### src/rtl/filterbank_sequencer_if.sv
// Sample-in / result-out bus of the filterbank sequencer.
// The master drives new samples and the result acknowledge; the slave (the
// sequencer) drives the delay-line, MAC and status controls.
interface filterbank_sequencer_if #(
    parameter int DW = 15
);
    logic                 enable;
    logic                 in_strobe;
    logic signed [DW-1:0] in_sample;
    logic                 out_ready;

    logic                 in_ready;
    logic                 shift_en;
    logic signed [DW-1:0] shift_data;
    logic [5:0]           phase;
    logic [6:0]           tap_a;
    logic [6:0]           tap_b;
    logic                 acc_clear;
    logic                 acc_en;
    logic                 center;
    logic                 out_valid;
    logic                 overrun;
    logic [15:0]          sample_count;

    modport master (
        output enable, in_strobe, in_sample, out_ready,
        input  in_ready, shift_en, shift_data, phase, tap_a, tap_b,
               acc_clear, acc_en, center, out_valid, overrun, sample_count
    );

    modport slave (
        input  enable, in_strobe, in_sample, out_ready,
        output in_ready, shift_en, shift_data, phase, tap_a, tap_b,
               acc_clear, acc_en, center, out_valid, overrun, sample_count
    );
endinterface

### src/rtl/filterbank_sequencer.sv
// Control sequencer for a symmetric-fold FIR filterbank.
// Per accepted sample: one delay-line shift, NUM_PHASES MAC phases walking
// the symmetric tap pairs inward to the center tap, then a result handshake.
// Samples arriving while busy are dropped and flagged in a sticky overrun.
module filterbank_sequencer #(
    parameter int NUM_TAPS   = 119,
    parameter int NUM_PHASES = 60,
    parameter int DW         = 15
) (
    input  logic                  clk_en,
    input  logic                  reset,
    filterbank_sequencer_if.slave bus
);

    typedef enum logic [1:0] {
        IDLE = 2'd0,
        LOAD = 2'd1,
        MAC  = 2'd2,
        DONE = 2'd3
    } state_t;

    localparam logic [5:0] LAST_PHASE = 6'(NUM_PHASES - 1);
    localparam logic [6:0] LAST_TAP   = 7'(NUM_TAPS - 1);

    state_t               state_q, state_d;
    logic [5:0]           phase_q, phase_d;
    logic signed [DW-1:0] sample_q, sample_d;
    logic [15:0]          count_q, count_d;
    logic                 overrun_q, overrun_d;

    logic strobe_ok;
    assign strobe_ok = bus.in_strobe & bus.enable;

    // State register and datapath registers, cleared by the synchronous reset.
    always_ff @(posedge clk_en) begin
        // NOTE: sequential state uses non-blocking assignments so every flop
        // samples the pre-edge values, independent of statement order.
        if (reset) begin
            state_q   <= IDLE;
            phase_q   <= '0;
            sample_q  <= '0;
            count_q   <= '0;
            overrun_q <= 1'b0;
        end else begin
            state_q   <= state_d;
            phase_q   <= phase_d;
            sample_q  <= sample_d;
            count_q   <= count_d;
            overrun_q <= overrun_d;
        end
    end

    // Next-state: accept in IDLE, shift once, step the phases, wait for ack.
    always_comb begin
        // NOTE: every variable gets a default before the case so no path
        // leaves it unassigned, which would otherwise infer a latch.
        state_d   = state_q;
        phase_d   = phase_q;
        sample_d  = sample_q;
        count_d   = count_q;
        overrun_d = overrun_q;

        // A strobe outside IDLE cannot be stored; the sample is lost.
        if (strobe_ok && state_q != IDLE) begin
            overrun_d = 1'b1;
        end

        case (state_q)
            IDLE: begin
                if (strobe_ok) begin
                    sample_d = bus.in_sample;
                    state_d  = LOAD;
                end
            end
            LOAD: begin
                phase_d = '0;
                state_d = MAC;
            end
            MAC: begin
                if (phase_q == LAST_PHASE) begin
                    phase_d = '0;
                    state_d = DONE;
                end else begin
                    phase_d = phase_q + 6'd1;
                end
            end
            DONE: begin
                // Enable is deliberately not consulted: a started sample
                // always runs to completion.
                if (bus.out_ready) begin
                    count_d = count_q + 16'd1;
                    state_d = IDLE;
                end
            end
            default: state_d = IDLE;
        endcase
    end

    // Output decode; everything is held low while reset is asserted.
    always_comb begin
        bus.in_ready  = 1'b0;
        bus.shift_en  = 1'b0;
        bus.phase     = '0;
        bus.tap_a     = '0;
        bus.tap_b     = '0;
        bus.acc_clear = 1'b0;
        bus.acc_en    = 1'b0;
        bus.center    = 1'b0;
        bus.out_valid = 1'b0;

        if (!reset) begin
            case (state_q)
                IDLE: bus.in_ready = 1'b1;
                LOAD: bus.shift_en = 1'b1;
                MAC: begin
                    bus.acc_en    = 1'b1;
                    bus.phase     = phase_q;
                    bus.tap_a     = {1'b0, phase_q};
                    bus.tap_b     = LAST_TAP - {1'b0, phase_q};
                    bus.acc_clear = (phase_q == '0);
                    bus.center    = (phase_q == LAST_PHASE);
                end
                DONE: bus.out_valid = 1'b1;
                default: bus.in_ready = 1'b0;
            endcase
        end
    end

    assign bus.shift_data   = sample_q;
    assign bus.overrun      = overrun_q;
    assign bus.sample_count = count_q;

endmodule

### src/flat_wrapper.sv
// flat-port wrapper written by rule: the top's interface ports become plain ports
module filterbank_sequencer_flat 
#(
    parameter int NUM_TAPS   = 119,
    parameter int NUM_PHASES = 60,
    parameter int DW         = 15
)
  (clk_en, reset, bus_enable, bus_in_strobe, bus_in_sample, bus_out_ready, bus_in_ready, bus_shift_en, bus_shift_data, bus_phase, bus_tap_a, bus_tap_b, bus_acc_clear, bus_acc_en, bus_center, bus_out_valid, bus_overrun, bus_sample_count);
  filterbank_sequencer_if #(.DW(DW)) bus_i ();
  input  logic clk_en;
  input  logic reset;
  input wire logic [$bits(bus_i.enable)-1:0] bus_enable;
  input wire logic [$bits(bus_i.in_strobe)-1:0] bus_in_strobe;
  input wire logic [$bits(bus_i.in_sample)-1:0] bus_in_sample;
  input wire logic [$bits(bus_i.out_ready)-1:0] bus_out_ready;
  output wire logic [$bits(bus_i.in_ready)-1:0] bus_in_ready;
  output wire logic [$bits(bus_i.shift_en)-1:0] bus_shift_en;
  output wire logic [$bits(bus_i.shift_data)-1:0] bus_shift_data;
  output wire logic [$bits(bus_i.phase)-1:0] bus_phase;
  output wire logic [$bits(bus_i.tap_a)-1:0] bus_tap_a;
  output wire logic [$bits(bus_i.tap_b)-1:0] bus_tap_b;
  output wire logic [$bits(bus_i.acc_clear)-1:0] bus_acc_clear;
  output wire logic [$bits(bus_i.acc_en)-1:0] bus_acc_en;
  output wire logic [$bits(bus_i.center)-1:0] bus_center;
  output wire logic [$bits(bus_i.out_valid)-1:0] bus_out_valid;
  output wire logic [$bits(bus_i.overrun)-1:0] bus_overrun;
  output wire logic [$bits(bus_i.sample_count)-1:0] bus_sample_count;
  assign bus_i.enable = bus_enable;
  assign bus_i.in_strobe = bus_in_strobe;
  assign bus_i.in_sample = bus_in_sample;
  assign bus_i.out_ready = bus_out_ready;
  assign bus_in_ready = bus_i.in_ready;
  assign bus_shift_en = bus_i.shift_en;
  assign bus_shift_data = bus_i.shift_data;
  assign bus_phase = bus_i.phase;
  assign bus_tap_a = bus_i.tap_a;
  assign bus_tap_b = bus_i.tap_b;
  assign bus_acc_clear = bus_i.acc_clear;
  assign bus_acc_en = bus_i.acc_en;
  assign bus_center = bus_i.center;
  assign bus_out_valid = bus_i.out_valid;
  assign bus_overrun = bus_i.overrun;
  assign bus_sample_count = bus_i.sample_count;
  filterbank_sequencer #(.NUM_TAPS(NUM_TAPS), .NUM_PHASES(NUM_PHASES), .DW(DW)) u_core (.clk_en(clk_en), .reset(reset), .bus(bus_i));
endmodule
### config.mk
export PLATFORM = sky130hd
export DESIGN_NAME = filterbank_sequencer_flat
export DESIGN_NICKNAME = d
export VERILOG_FILES = /design/src/rtl/filterbank_sequencer_if.sv /design/src/rtl/filterbank_sequencer.sv /design/src/flat_wrapper.sv
export SDC_FILE = /design/constraint.sdc
export NUM_CORES = 1
export LEC_CHECK = 0
export ABC_AREA = 1
export CAP_MARGIN = 20
export CORE_UTILIZATION = 44
export DETAILED_ROUTE_END_ITERATION = 6
export HOLD_SLACK_MARGIN = 0.02
export PLACE_DENSITY_LB_ADDON = 0.05
export SYNTH_ARGS = -nofsm -noshare
export SYNTH_HDL_FRONTEND = slang
export SYNTH_SLANG_ARGS = --single-unit
### constraint.sdc
create_clock -name clk_en -period 2 [get_ports clk_en]
set_input_delay 0.4 -clock clk_en [delete_from_list [all_inputs] [get_ports clk_en]]
set_output_delay 0.4 -clock clk_en [all_outputs]
set_load 0.01 [all_outputs]
* Word-level counts from Yosys, hierarchy flattened *
Cells that the tools add are included.

word-level totals
  flip-flop bits (word level) = 40
  input port bits = 20
  output and inout bits = 58
  logic and storage cells = 48

cells by class
  add/sub/neg operators = 3
  equality and inequality tests = 7
  muxes and demuxes = 24
  bitwise logic cells = 1
  reduce and logical (&&, ||, !) cells = 8

operator list
  kind                                              number
  two-way mux 6 bit                                 4
  two-way mux 7 bit                                 3
  adder 16 x 1 -> 16 bit (second input constant)    1
  two-way mux 1 bit                                 12
  one-hot mux 6 bit (2 select lines)                1
  one-hot mux 2 bit (4 select lines)                1
  subtractor 7 x 6 -> 7 bit (first input constant)  1
  adder 6 x 1 -> 6 bit (second input constant)      1
  == test 6 bit (second input constant)             1
  zero test 6 bit                                   1
  two-way mux 2 bit                                 3
  == test 2 bit (second input constant)             2
  != test 2 x 1 -> 1 bit (second input constant)    2
  AND reduction 2 bit                               2
  nonzero test 2 bit                                2
  AND reduction 3 bit                               1
  == test 2 x 1 -> 1 bit (second input constant)    1
  zero test 2 bit                                   1
  != test 2 bit (second input constant)             1
  AND 1 bit                                         1
  logical AND 1 bit                                 1

* Logic depth before layout (Yosys ltp) *
Gate-level depths: netlist (run 1).

  depth in word-level cells = 3
  gate-level depth with buffers = 9
  gate-level depth less buffers = 9

* Worst setup path before layout (run 1) *
No wires, ideal clock.

  kind = reg2out
  start point = register u_core.state_q[0]
  end point = output port bus_tap_a[0]
  arrival time = 1.378 ns
  required time = 1.600 ns
  setup slack = 0.222 ns
  cell stages (with the launch flop) = 7
  buffers on the path = 2
  cell sequence = dfxtp_1 -> inv_1 -> ha_1 -> nand2_1 -> clkbuf_1 -> nor2_1 -> buf_4

between the ends
  cells in the longest elaborated chain, start to end = 3

ends and longest elaborated chain
  element                   RTL line                     source
  start: declaration        filterbank_sequencer.sv:25   state_t state_q, state_d;
  start signal: assignment  filterbank_sequencer.sv:45   state_q <= state_d;
  == test 2 bit             filterbank_sequencer.sv:112  case (state_q)
  two-way mux 6 bit         filterbank_sequencer.sv:112
  two-way mux 7 bit         filterbank_sequencer.sv:111  if (!reset) begin
  end: declaration          flat_wrapper.sv:20           output wire logic [$bits(bus_i.tap_a)-1:0] bus_tap_a;

No other way between the ends.

* Final worst setup path (run 1) *
  start point = input port reset
  end point = output port bus_tap_b[1]

between the ends
  cells in the longest elaborated chain, start to end = 1

ends and longest elaborated chain
  element             RTL line                     source
  start: declaration  flat_wrapper.sv:11           input logic reset;
  two-way mux 7 bit   filterbank_sequencer.sv:111
  end: declaration    flat_wrapper.sv:21           output wire logic [$bits(bus_i.tap_b)-1:0] bus_tap_b;

No other way between the ends.

==> impl_metrics.ini, run 1 <==
[status]
status = completed

[power_and_ir_drop]
powerDensity_nw_per_um2 = 821
total_power_mw = 2.43
p_leak_nw = 1.31
vdd_ir_drop_max_mv = 0.459

[sta]
holdWs_ns = 0.444
worst_slack_ns = 0.0693
fin_skew_ns = 0.00391
hold_violations = 0
setup_violations = 0
fin_crit_sh_pct = 96.5
fmax_mhz = 518
slew_violations = 0
period_minus_slack_ns = 1.93
rsz0062_at_grt = true

[finish]
fin_util_pct = 67.1
nNetsFinal = 400
flow.area_growth_from_synthesis_pct = 44.5
n_antenna_cell = 0
drive_gt1_share_pct = 10.5

[yosys]
yosysUniqueCellTypes = 24
netlist_area_sq_um = 2050
syn-num-nets = 322
synthXorXnorAreaFrac_pct = 2.56
synth_top_family_by_area = simple AND/OR/NAND/NOR gates
yosys.area_share.simple_pct = 24.7
syn_inst = 293
synth_area_leaders = dfxtp_1 (39%), nand2_1 (8.8%), inv_1 (8.6%)
synthAdderAreaFrac_pct = 5.49
yosysTopAreaCellShare_pct = 39.0
ys.warnings.count = 0
synth-compound-area-share_pct = 14.3
muxShareOfSynthArea_pct = 0
avgSynthCellArea_sq_um = 7.00
seq_area_frac_synth_pct = 39.0
synth_largest_area_cell = dfxtp_1
ys_seq_elements = 40

[route]
vias = 2024
route.detailed.drc = 0
routed_wl_um = 4690
viasPerCell = 4.77
postRouteAntennaNets = 0
drt_pass1_iterations = 4
drt_iter0_drc = 70
avgRoutedWirePerCell_um = 11.0

[cts]
tritoncts = done
cts_buffers = 5
cts-root-buf = clkbuf_8
cts_buffer_depth = 2
cts.sinks = 40
path_clk_slew_ns = 0.07
ctsHtreeMaxLevel = 2
clk_latency_ns = 0.29

[critical_path]
cp_cell_sequence = clkdlybuf4s50_1 -> inv_2 -> nand2_4 -> buf_4 -> nor2_1 -> dlygate4sd2_1
arrival_ns = 1.53
worstPathMaxFanout = 9
cp_num_buf_inv = 4
critPathLaunchType = primary input
crit_required_ns = 1.60
crit_slowest_cell = clkdlybuf4s50_1
crit_type = primary input to output pin
setup.worst_path.end_class = output pin
cpPeakStageDelay_ns = 0.44
crit_family = buffers and inverters

[global_routing]
antenna_found_initial = 0
first_global_vias = 1802
grt_pass1_wl_um = 7800
gr-total-overflow = 0
gr-usage-all-layers_pct = 19.5
grt_max_degree = 31

[placed_design]
place_congestion = 0.849
place_ws_ns = -0.370
portBuffers = 76
hpwl_um = 3440

[die]
start_util_pct = 46.5
core_sq_um = 4410
io_pins = 78
die_area_sq_um = 4940
die_w_um = 70.3
rows = 24
die-height_um = 70.3

[hold_path]
worstHoldPathType = flop to flop

[run]
cap_violations = 0
==> worst reg2reg max path, stage by stage (launching register included) <==
cell     delay (ns)
dfxtp_1        0.35
buf_4          0.13
inv_1          0.07
ha_2           0.39
nand2_1        0.11
nor3_1         0.18
xor2_1         0.17
nor2_1         0.06
==> routing by layer <==
layer / share of wire (%) / wire, um / global-route usage, % / vias to the layer above
met2: 49 / 2310 / 33.3 / 51
met1: 44 / 2080 / 24.2 / 898
li1: - / - / - / 1068
met4: 1.0 / 48 / 6.44 / 0
met3: 5.2 / 242 / 4.18 / 7
met5: 0 / 0 / 0 / -
==> through the flow <==
stage | TNS (ns) | std cells | cell area, sq um
2_1_floorplan | 0 | 293 | 2050
3_3_place_gp | -6.24 | 416 | 2870
3_5_place_dp | -6.58 | 416 | 2870
4_1_cts | 0 | 424 | 2970
5_1_grt | -0.0360 | 424 | 2960
6_report | 0 | 424 | 2960
==> cells in the mapped netlist <==
master / count
o21ai_0: 23
nand2_4: 1
nor2_4: 2
ha_1: 9
xor2_1: 6
nand2_1: 48
nor4_1: 1
a211oi_1: 1
clkbuf_1: 6
nor3_1: 2
nor2_2: 1
buf_4: 9
a21oi_1: 30
a31oi_1: 1
nor2_1: 42
buf_2: 2
dfxtp_1: 40
conb_1: 1
nand3_1: 9
inv_1: 47
nand4_1: 6
inv_2: 1
nand3_2: 3
o21bai_1: 2
==> kinds of logic (layout without fill, tap and decap cells) <==
logic type               count (synthesis)  in the layout
AND/OR/NAND/NOR                        115            115
other                                    1              1
adder cells (fa/ha/maj)                  9              9
XOR/XNOR                                 6              6
flip-flops                              40             40
buffers and inverters                   65            144
AO/OA/AOI/OAI                           57             57
==> path summary, 6_finish.rpt <==
| path | slack, ns | cells after the start | to | startpoint |
|---|---|---|---|---|
| min reg2reg | 0.44 | 2 | u_core.bus.shift_data[1]$_SDFFE_PP0P_ | u_core.bus.shift_data[1]$_SDFFE_PP0P_ |
| max | 0.07 | 6 | bus_tap_b[1] | reset |
| min | 0.44 | 2 | u_core.bus.shift_data[1]$_SDFFE_PP0P_ | u_core.bus.shift_data[1]$_SDFFE_PP0P_ |
| max reg2reg | 0.45 | 7 | u_core.phase_q[4]$_SDFFE_PP0P_ | u_core.state_q[1]$_SDFFE_PP0P_ |
==> repair_timing <==
action,CTS,global route
endpoints found under the hold margin,0,0
resized for setup,32,10
setup endpoints to repair,25,8
hold buffers,0,0
setup buffers,0,0
==> state kept, by name, summed over array words and instances (netlist names) <==
signal                   count
u_core.bus.shift_data       15
u_core.state_q               2
u_core.bus.overrun           1
u_core.bus.sample_count     16
u_core.phase_q               6
==> report_power, final <==
part	total, mW	switching [mW]	internal [mW]
clock network	0.651	0.282	0.369
logic	0.828	0.431	0.397
registers	0.956	0.0636	0.892
==> area by class of cell <==
class                   count  area [sq um]
clock inverters             3          42.5
fillers                   405          1450
flip-flops and latches     40           805
multi-input cells         188           988
repair buffers             88           815
clock buffers               5          68.8
well taps                  52          65.1
inverters                  48           180
==> placed cells by master (no fill, tap or decap), types with 3 or more instances in the layout <==
master / netlist / final
clkdlybuf4s50_1: 0 / 51
nand2_1: 48 / 47
inv_1: 47 / 46
nor2_1: 42 / 42
dfxtp_1: 40 / 37
a21oi_1: 30 / 30
o21ai_0: 23 / 22
dlygate4sd2_1: 0 / 19
buf_4: 9 / 13
nand3_1: 9 / 9
ha_1: 9 / 7
xor2_1: 6 / 6
nand4_1: 6 / 6
clkbuf_8: 0 / 5
nand3_2: 3 / 3
clkdlybuf4s15_1: 0 / 3
dfxtp_2: 0 / 3
Power figures use the tool's default switching activity.
==> run 2, diff against run 1 <==
CORE_MARGIN = 2   (was default)
==> run 2 against run 1 <==
Via count fell by 1.4%. Design area fell by 1.1%. Critical path depth did not move. Routed wire length rose by 0.79%. Die area rose by 5.8%. Setup slack improved by 0.010 ns. Highest routed layer unchanged.
==> impl_metrics.ini, run 2 (synthesis gave the netlist of run 1 again) <==
[placed_design]
place_congestion = 0.825
portBuffers = 76
place_ws_ns = -0.349
hpwl_um = 3430

[hold_path]
worstHoldPathType = flop to flop

[cts]
clk_latency_ns = 0.28
ctsHtreeMaxLevel = 2
cts.sinks = 40
path_clk_slew_ns = 0.07
post-cts-setup-buffers = 0
cts_buffers = 5
tritoncts = done
cts_buffer_depth = 2
cts-root-buf = clkbuf_8

[die]
die-height_um = 72.3
io_pins = 78
rows = 24
die_area_sq_um = 5220
core_sq_um = 4410
start_util_pct = 46.5
die_w_um = 72.3

[route]
avgRoutedWirePerCell_um = 11.2
route.detailed.drc = 0
postRouteAntennaNets = 0
drt_pass1_iterations = 4
vias = 1995
routed_wl_um = 4720
drt_iter0_drc = 59
viasPerCell = 4.75

[finish]
nFillCells = 409
drive_gt1_share_pct = 12.2
largest_reg_flops = 16
nNetsFinal = 397
multi_input_area_sq_um = 992
flow.area_growth_from_synthesis_pct = 42.9
register_area_sq_um = 808
n_antenna_cell = 0
layout_common_cells = clkdlybuf4s50_1 (51), nand2_1 (47), inv_1 (46)
layout_commonest_cell = clkdlybuf4s50_1

[run]
cap_violations = 0

[power_and_ir_drop]
vdd_ir_drop_max_mv = 0.445
clockPowerShare_pct = 24.4
p_comb_share_pct = 34.5
switching_share_pct = 31.8
power_frac_seq_pct = 41.0
p_leak_nw = 1.26
p_int_mw = 1.58
powerDensity_nw_per_um2 = 792
p_sw_mw = 0.738
total_power_mw = 2.32

[critical_path]
crit_required_ns = 1.60
crit_type = primary input to output pin
setup.worst_path.end_class = output pin
arrival_ns = 1.52
worstPathMaxFanout = 9
critPathLaunchType = primary input

[global_routing]
gr-total-overflow = 0
gr-usage-all-layers_pct = 18.3
grt_pass1_wl_um = 7630
antenna_found_initial = 0
grt_max_degree = 31
first_global_vias = 1762

[sta]
fmax_mhz = 521
slew_violations = 0
fin_skew_ns = 0.00523
hold_violations = 0
period_minus_slack_ns = 1.92
worst_slack_ns = 0.0797
fin_crit_sh_pct = 96.0
final.setup.tns_ns = 0
holdWs_ns = 0.443
setup_violations = 0

[status]
status = completed
-- run 2: cell type report --
cell class	instances	area share, %
tap	52	2.22
clock buffer	7	3.29
inverter	48	6.15
sequential	40	27.6
multi-input combinational	188	33.9
timing repair buffer	85	26.9
-- run 2: per-stage QoR --
step	cells	util, %	cell area [sq um]
2_1_floorplan	293	-	2050
3_3_place_gp	413	64.4	2840
3_5_place_dp	413	64.4	2840
4_1_cts	420	66.4	2930
5_1_grt	420	66.4	2930
6_report	420	66.4	2930
-- run 2: power by group through the flow --
stage                     Clock [mW]  Sequential [mW]  Combinational (mW)
after floorplan                    0            0.996               0.415
after global placement             0            0.963               0.811
after detailed placement           0            0.966               0.818
after CTS                      0.587            0.951               0.795
after global routing           0.610            0.965               0.905
final                          0.567            0.952               0.801
-- run 2: worst paths after layout --
check	start	to	slack, ns	cells after the start
worst max-delay path	reset	bus_phase[3]	0.08	6
worst min-delay path	u_core.bus.shift_data[7]$_SDFFE_PP0P_	u_core.bus.shift_data[7]$_SDFFE_PP0P_	0.44	2
worst max register to register	u_core.state_q[1]$_SDFFE_PP0P_	u_core.bus.sample_count[8]$_SDFFE_PP0P_	0.43	8
worst min register to register	u_core.bus.shift_data[7]$_SDFFE_PP0P_	u_core.bus.shift_data[7]$_SDFFE_PP0P_	0.44	2
-- run 2: what timing repair did --
action	in CTS	in global routing
gates resized for setup	39	25
endpoints found under the setup margin	25	19
hold buffers	0	0
-- run 2: worst max-delay path, cell delays in order --
cell	delay, ns
clkdlybuf4s50_1	0.44
inv_2	0.09
nand2_4	0.07
buf_6	0.14
nor2_1	0.10
dlygate4sd2_1	0.28
-- run 2: metal layers --
metal  part of all wire (%)  vias up  wire length, um  global-route usage [%]
li1                       -     1057                -                       -
met1                     46      885             2180                    23.2
met2                     47       49             2240                    31.4
met3                    5.5        4              262                    3.33
met4                   0.93        0               44                    6.08
met5                      0        -                0                       0
==> run 3, diff against run 2 <==
PLACE_DENSITY = 0.81   (was default)
PLACE_DENSITY_LB_ADDON = default   (was 0.05)
clock period = 2.2 ns   (was 2 ns; I/O delays follow)
==> run 3 against run 2 <==
Utilization grew 0.11 points. Sequential share of layout area shrank 0.30 points. Via count grew 0.45%. Non-clock buffer count shrank 1. Combinational power shrank 11%. Setup slack lost 0.016 ns. Die area is the same. Worst hold slack is essentially flat. Sequential cell count is the same. Clock skew is essentially flat. Critical endpoint is now bus_shift_en. Largest power group unchanged. Highest routed layer unchanged.
==> impl_metrics.ini, run 3 (synthesis gave the netlist of run 1 again) <==
[die]
core_sq_um = 4410
die-height_um = 72.3
rows = 24
start_util_pct = 46.5
die_area_sq_um = 5220
die_w_um = 72.3
io_pins = 78

[critical_path]
crit_family = buffers and inverters
crit_slowest_cell = clkdlybuf4s50_1
arrival_ns = 1.70
setup.worst_path.end_class = output pin
worst_path_most_repeated_cell = clkdlybuf4s50_1
crit_type = primary input to output pin
critPathLaunchType = primary input
worstPathMaxFanout = 10
cp_num_buf_inv = 3
crit_required_ns = 1.76
cpPeakStageDelay_ns = 0.54
cp_cell_sequence = clkdlybuf4s50_1 -> buf_4 -> nor2_1 -> clkdlybuf4s50_1

[global_routing]
antenna_found_initial = 0
grt_pass1_wl_um = 7360
gr-usage-all-layers_pct = 17.5
grt_max_degree = 31
first_global_vias = 1757
gr-total-overflow = 0

[cts]
cts.sinks = 40
cts_hold_repair.buffers = 0
tritoncts = done
ctsHtreeMaxLevel = 2
cts_buffer_depth = 2
path_clk_slew_ns = 0.08
clk_latency_ns = 0.29
cts_buffers = 5
cts-root-buf = clkbuf_8

[sta]
period_minus_slack_ns = 2.14
rsz0062_at_grt = false
worst_slack_ns = 0.0635
fin_crit_sh_pct = 97.1
setup_violations = 0
slew_violations = 0
fin_skew_ns = 0.00528
fmax_mhz = 468
hold_violations = 0

[power_and_ir_drop]
p_leak_nw = 1.30
vdd_ir_drop_max_mv = 0.404
powerDensity_nw_per_um2 = 750

[finish]
largest_reg_flops = 16
n_antenna_cell = 0
flow.area_growth_from_synthesis_pct = 43.1
register_area_sq_um = 801
nNetsFinal = 396
layout_common_cells = clkdlybuf4s50_1 (54), nand2_1 (48), inv_1 (47)
drive_gt1_share_pct = 7.34
nFillCells = 400
design_area_sq_um = 2940
layout_commonest_cell = clkdlybuf4s50_1
multi_input_area_sq_um = 977

[placed_design]
portBuffers = 76
place_congestion = 0.840
place_area_sq_um = 2830
hpwl_um = 3450
place_ws_ns = -0.186

[run]
cap_violations = 0

[route]
viasPerCell = 4.77
routed_wl_um = 4680
route.detailed.drc = 0
drt_iter0_drc = 69
postRouteAntennaNets = 0
drt_pass1_iterations = 5
vias = 2004
avgRoutedWirePerCell_um = 11.1

[status]
status = completed

[hold_path]
worstHoldPathType = flop to flop
## run 3: changes by cell type in the layout (fill, tap and decap cells not counted), sizes merged
cell,delta
dlygate4sd2,+10
clkbuf,-9
clkdlybuf4s15,-7
clkdlybuf4s50,+3
buf,-1
bufinv,+1
clkinvlp,+1
dlymetal6s2s,+1
inv,+1
## run 3: worst paths after layout
| kind | to | depth (start not counted) | from | slack, ns |
|---|---|---|---|---|
| hold reg to reg | u_core.bus.shift_data[8]$_SDFFE_PP0P_ | 2 | u_core.bus.shift_data[8]$_SDFFE_PP0P_ | 0.44 |
| setup / recovery | bus_shift_en | 4 | reset | 0.06 |
| hold / removal | u_core.bus.shift_data[8]$_SDFFE_PP0P_ | 2 | u_core.bus.shift_data[8]$_SDFFE_PP0P_ | 0.44 |
| setup reg to reg | u_core.phase_q[4]$_SDFFE_PP0P_ | 6 | u_core.state_q[1]$_SDFFE_PP0P_ | 0.68 |
## run 3: through the flow
stage                     total power, mW  TNS, ns  cells  utilization, %  hold slack [ns]
after floorplan                      1.28        0    293               -            0.457
after global placement               1.59    -2.18    411            64.1            0.430
after detailed placement             1.61    -2.71    411            64.1            0.436
after CTS                            2.22        0    420            66.3            0.449
after global routing                 2.35        0    420            66.5            0.472
final                                2.20        0    420            66.5            0.443
## run 3: routing by layer
metal / GRT usage (%) / vias to the layer above / wire [um]
met1: 20.9 / 886 / 2150
li1: - / 1056 / -
met3: 5.00 / 5 / 304
met5: 0 / - / 0
met4: 3.77 / 0 / 26
met2: 31.0 / 57 / 2200
## run 3: timing repair
item	CTS	global route
setup endpoints to repair	22	3
setup buffers	1	0
resized for setup	22	3
## run 3: layout make-up
| class | count | area share (%) |
|---|---|---|
| inverter | 48 | 6.14 |
| sequential | 40 | 27.3 |
| timing repair buffer | 84 | 27.2 |
| tap | 52 | 2.22 |
| clock inverter | 3 | 1.58 |
| multi-input combinational | 188 | 33.3 |
| clock buffer | 5 | 2.34 |
## run 3: worst register-to-register path, cell delays in order (launching register included)
cell and delay, ns:
dfxtp_1 0.40, inv_1 0.11, ha_2 0.39, nand2_1 0.09, nor3_1 0.19, xor2_1 0.18
nor2_1 0.06
## run 3: report_power, final
group          internal, mW  total, mW  switching, mW
clock                 0.342      0.618          0.276
sequential            0.808      0.870         0.0611
combinational         0.345      0.713          0.368
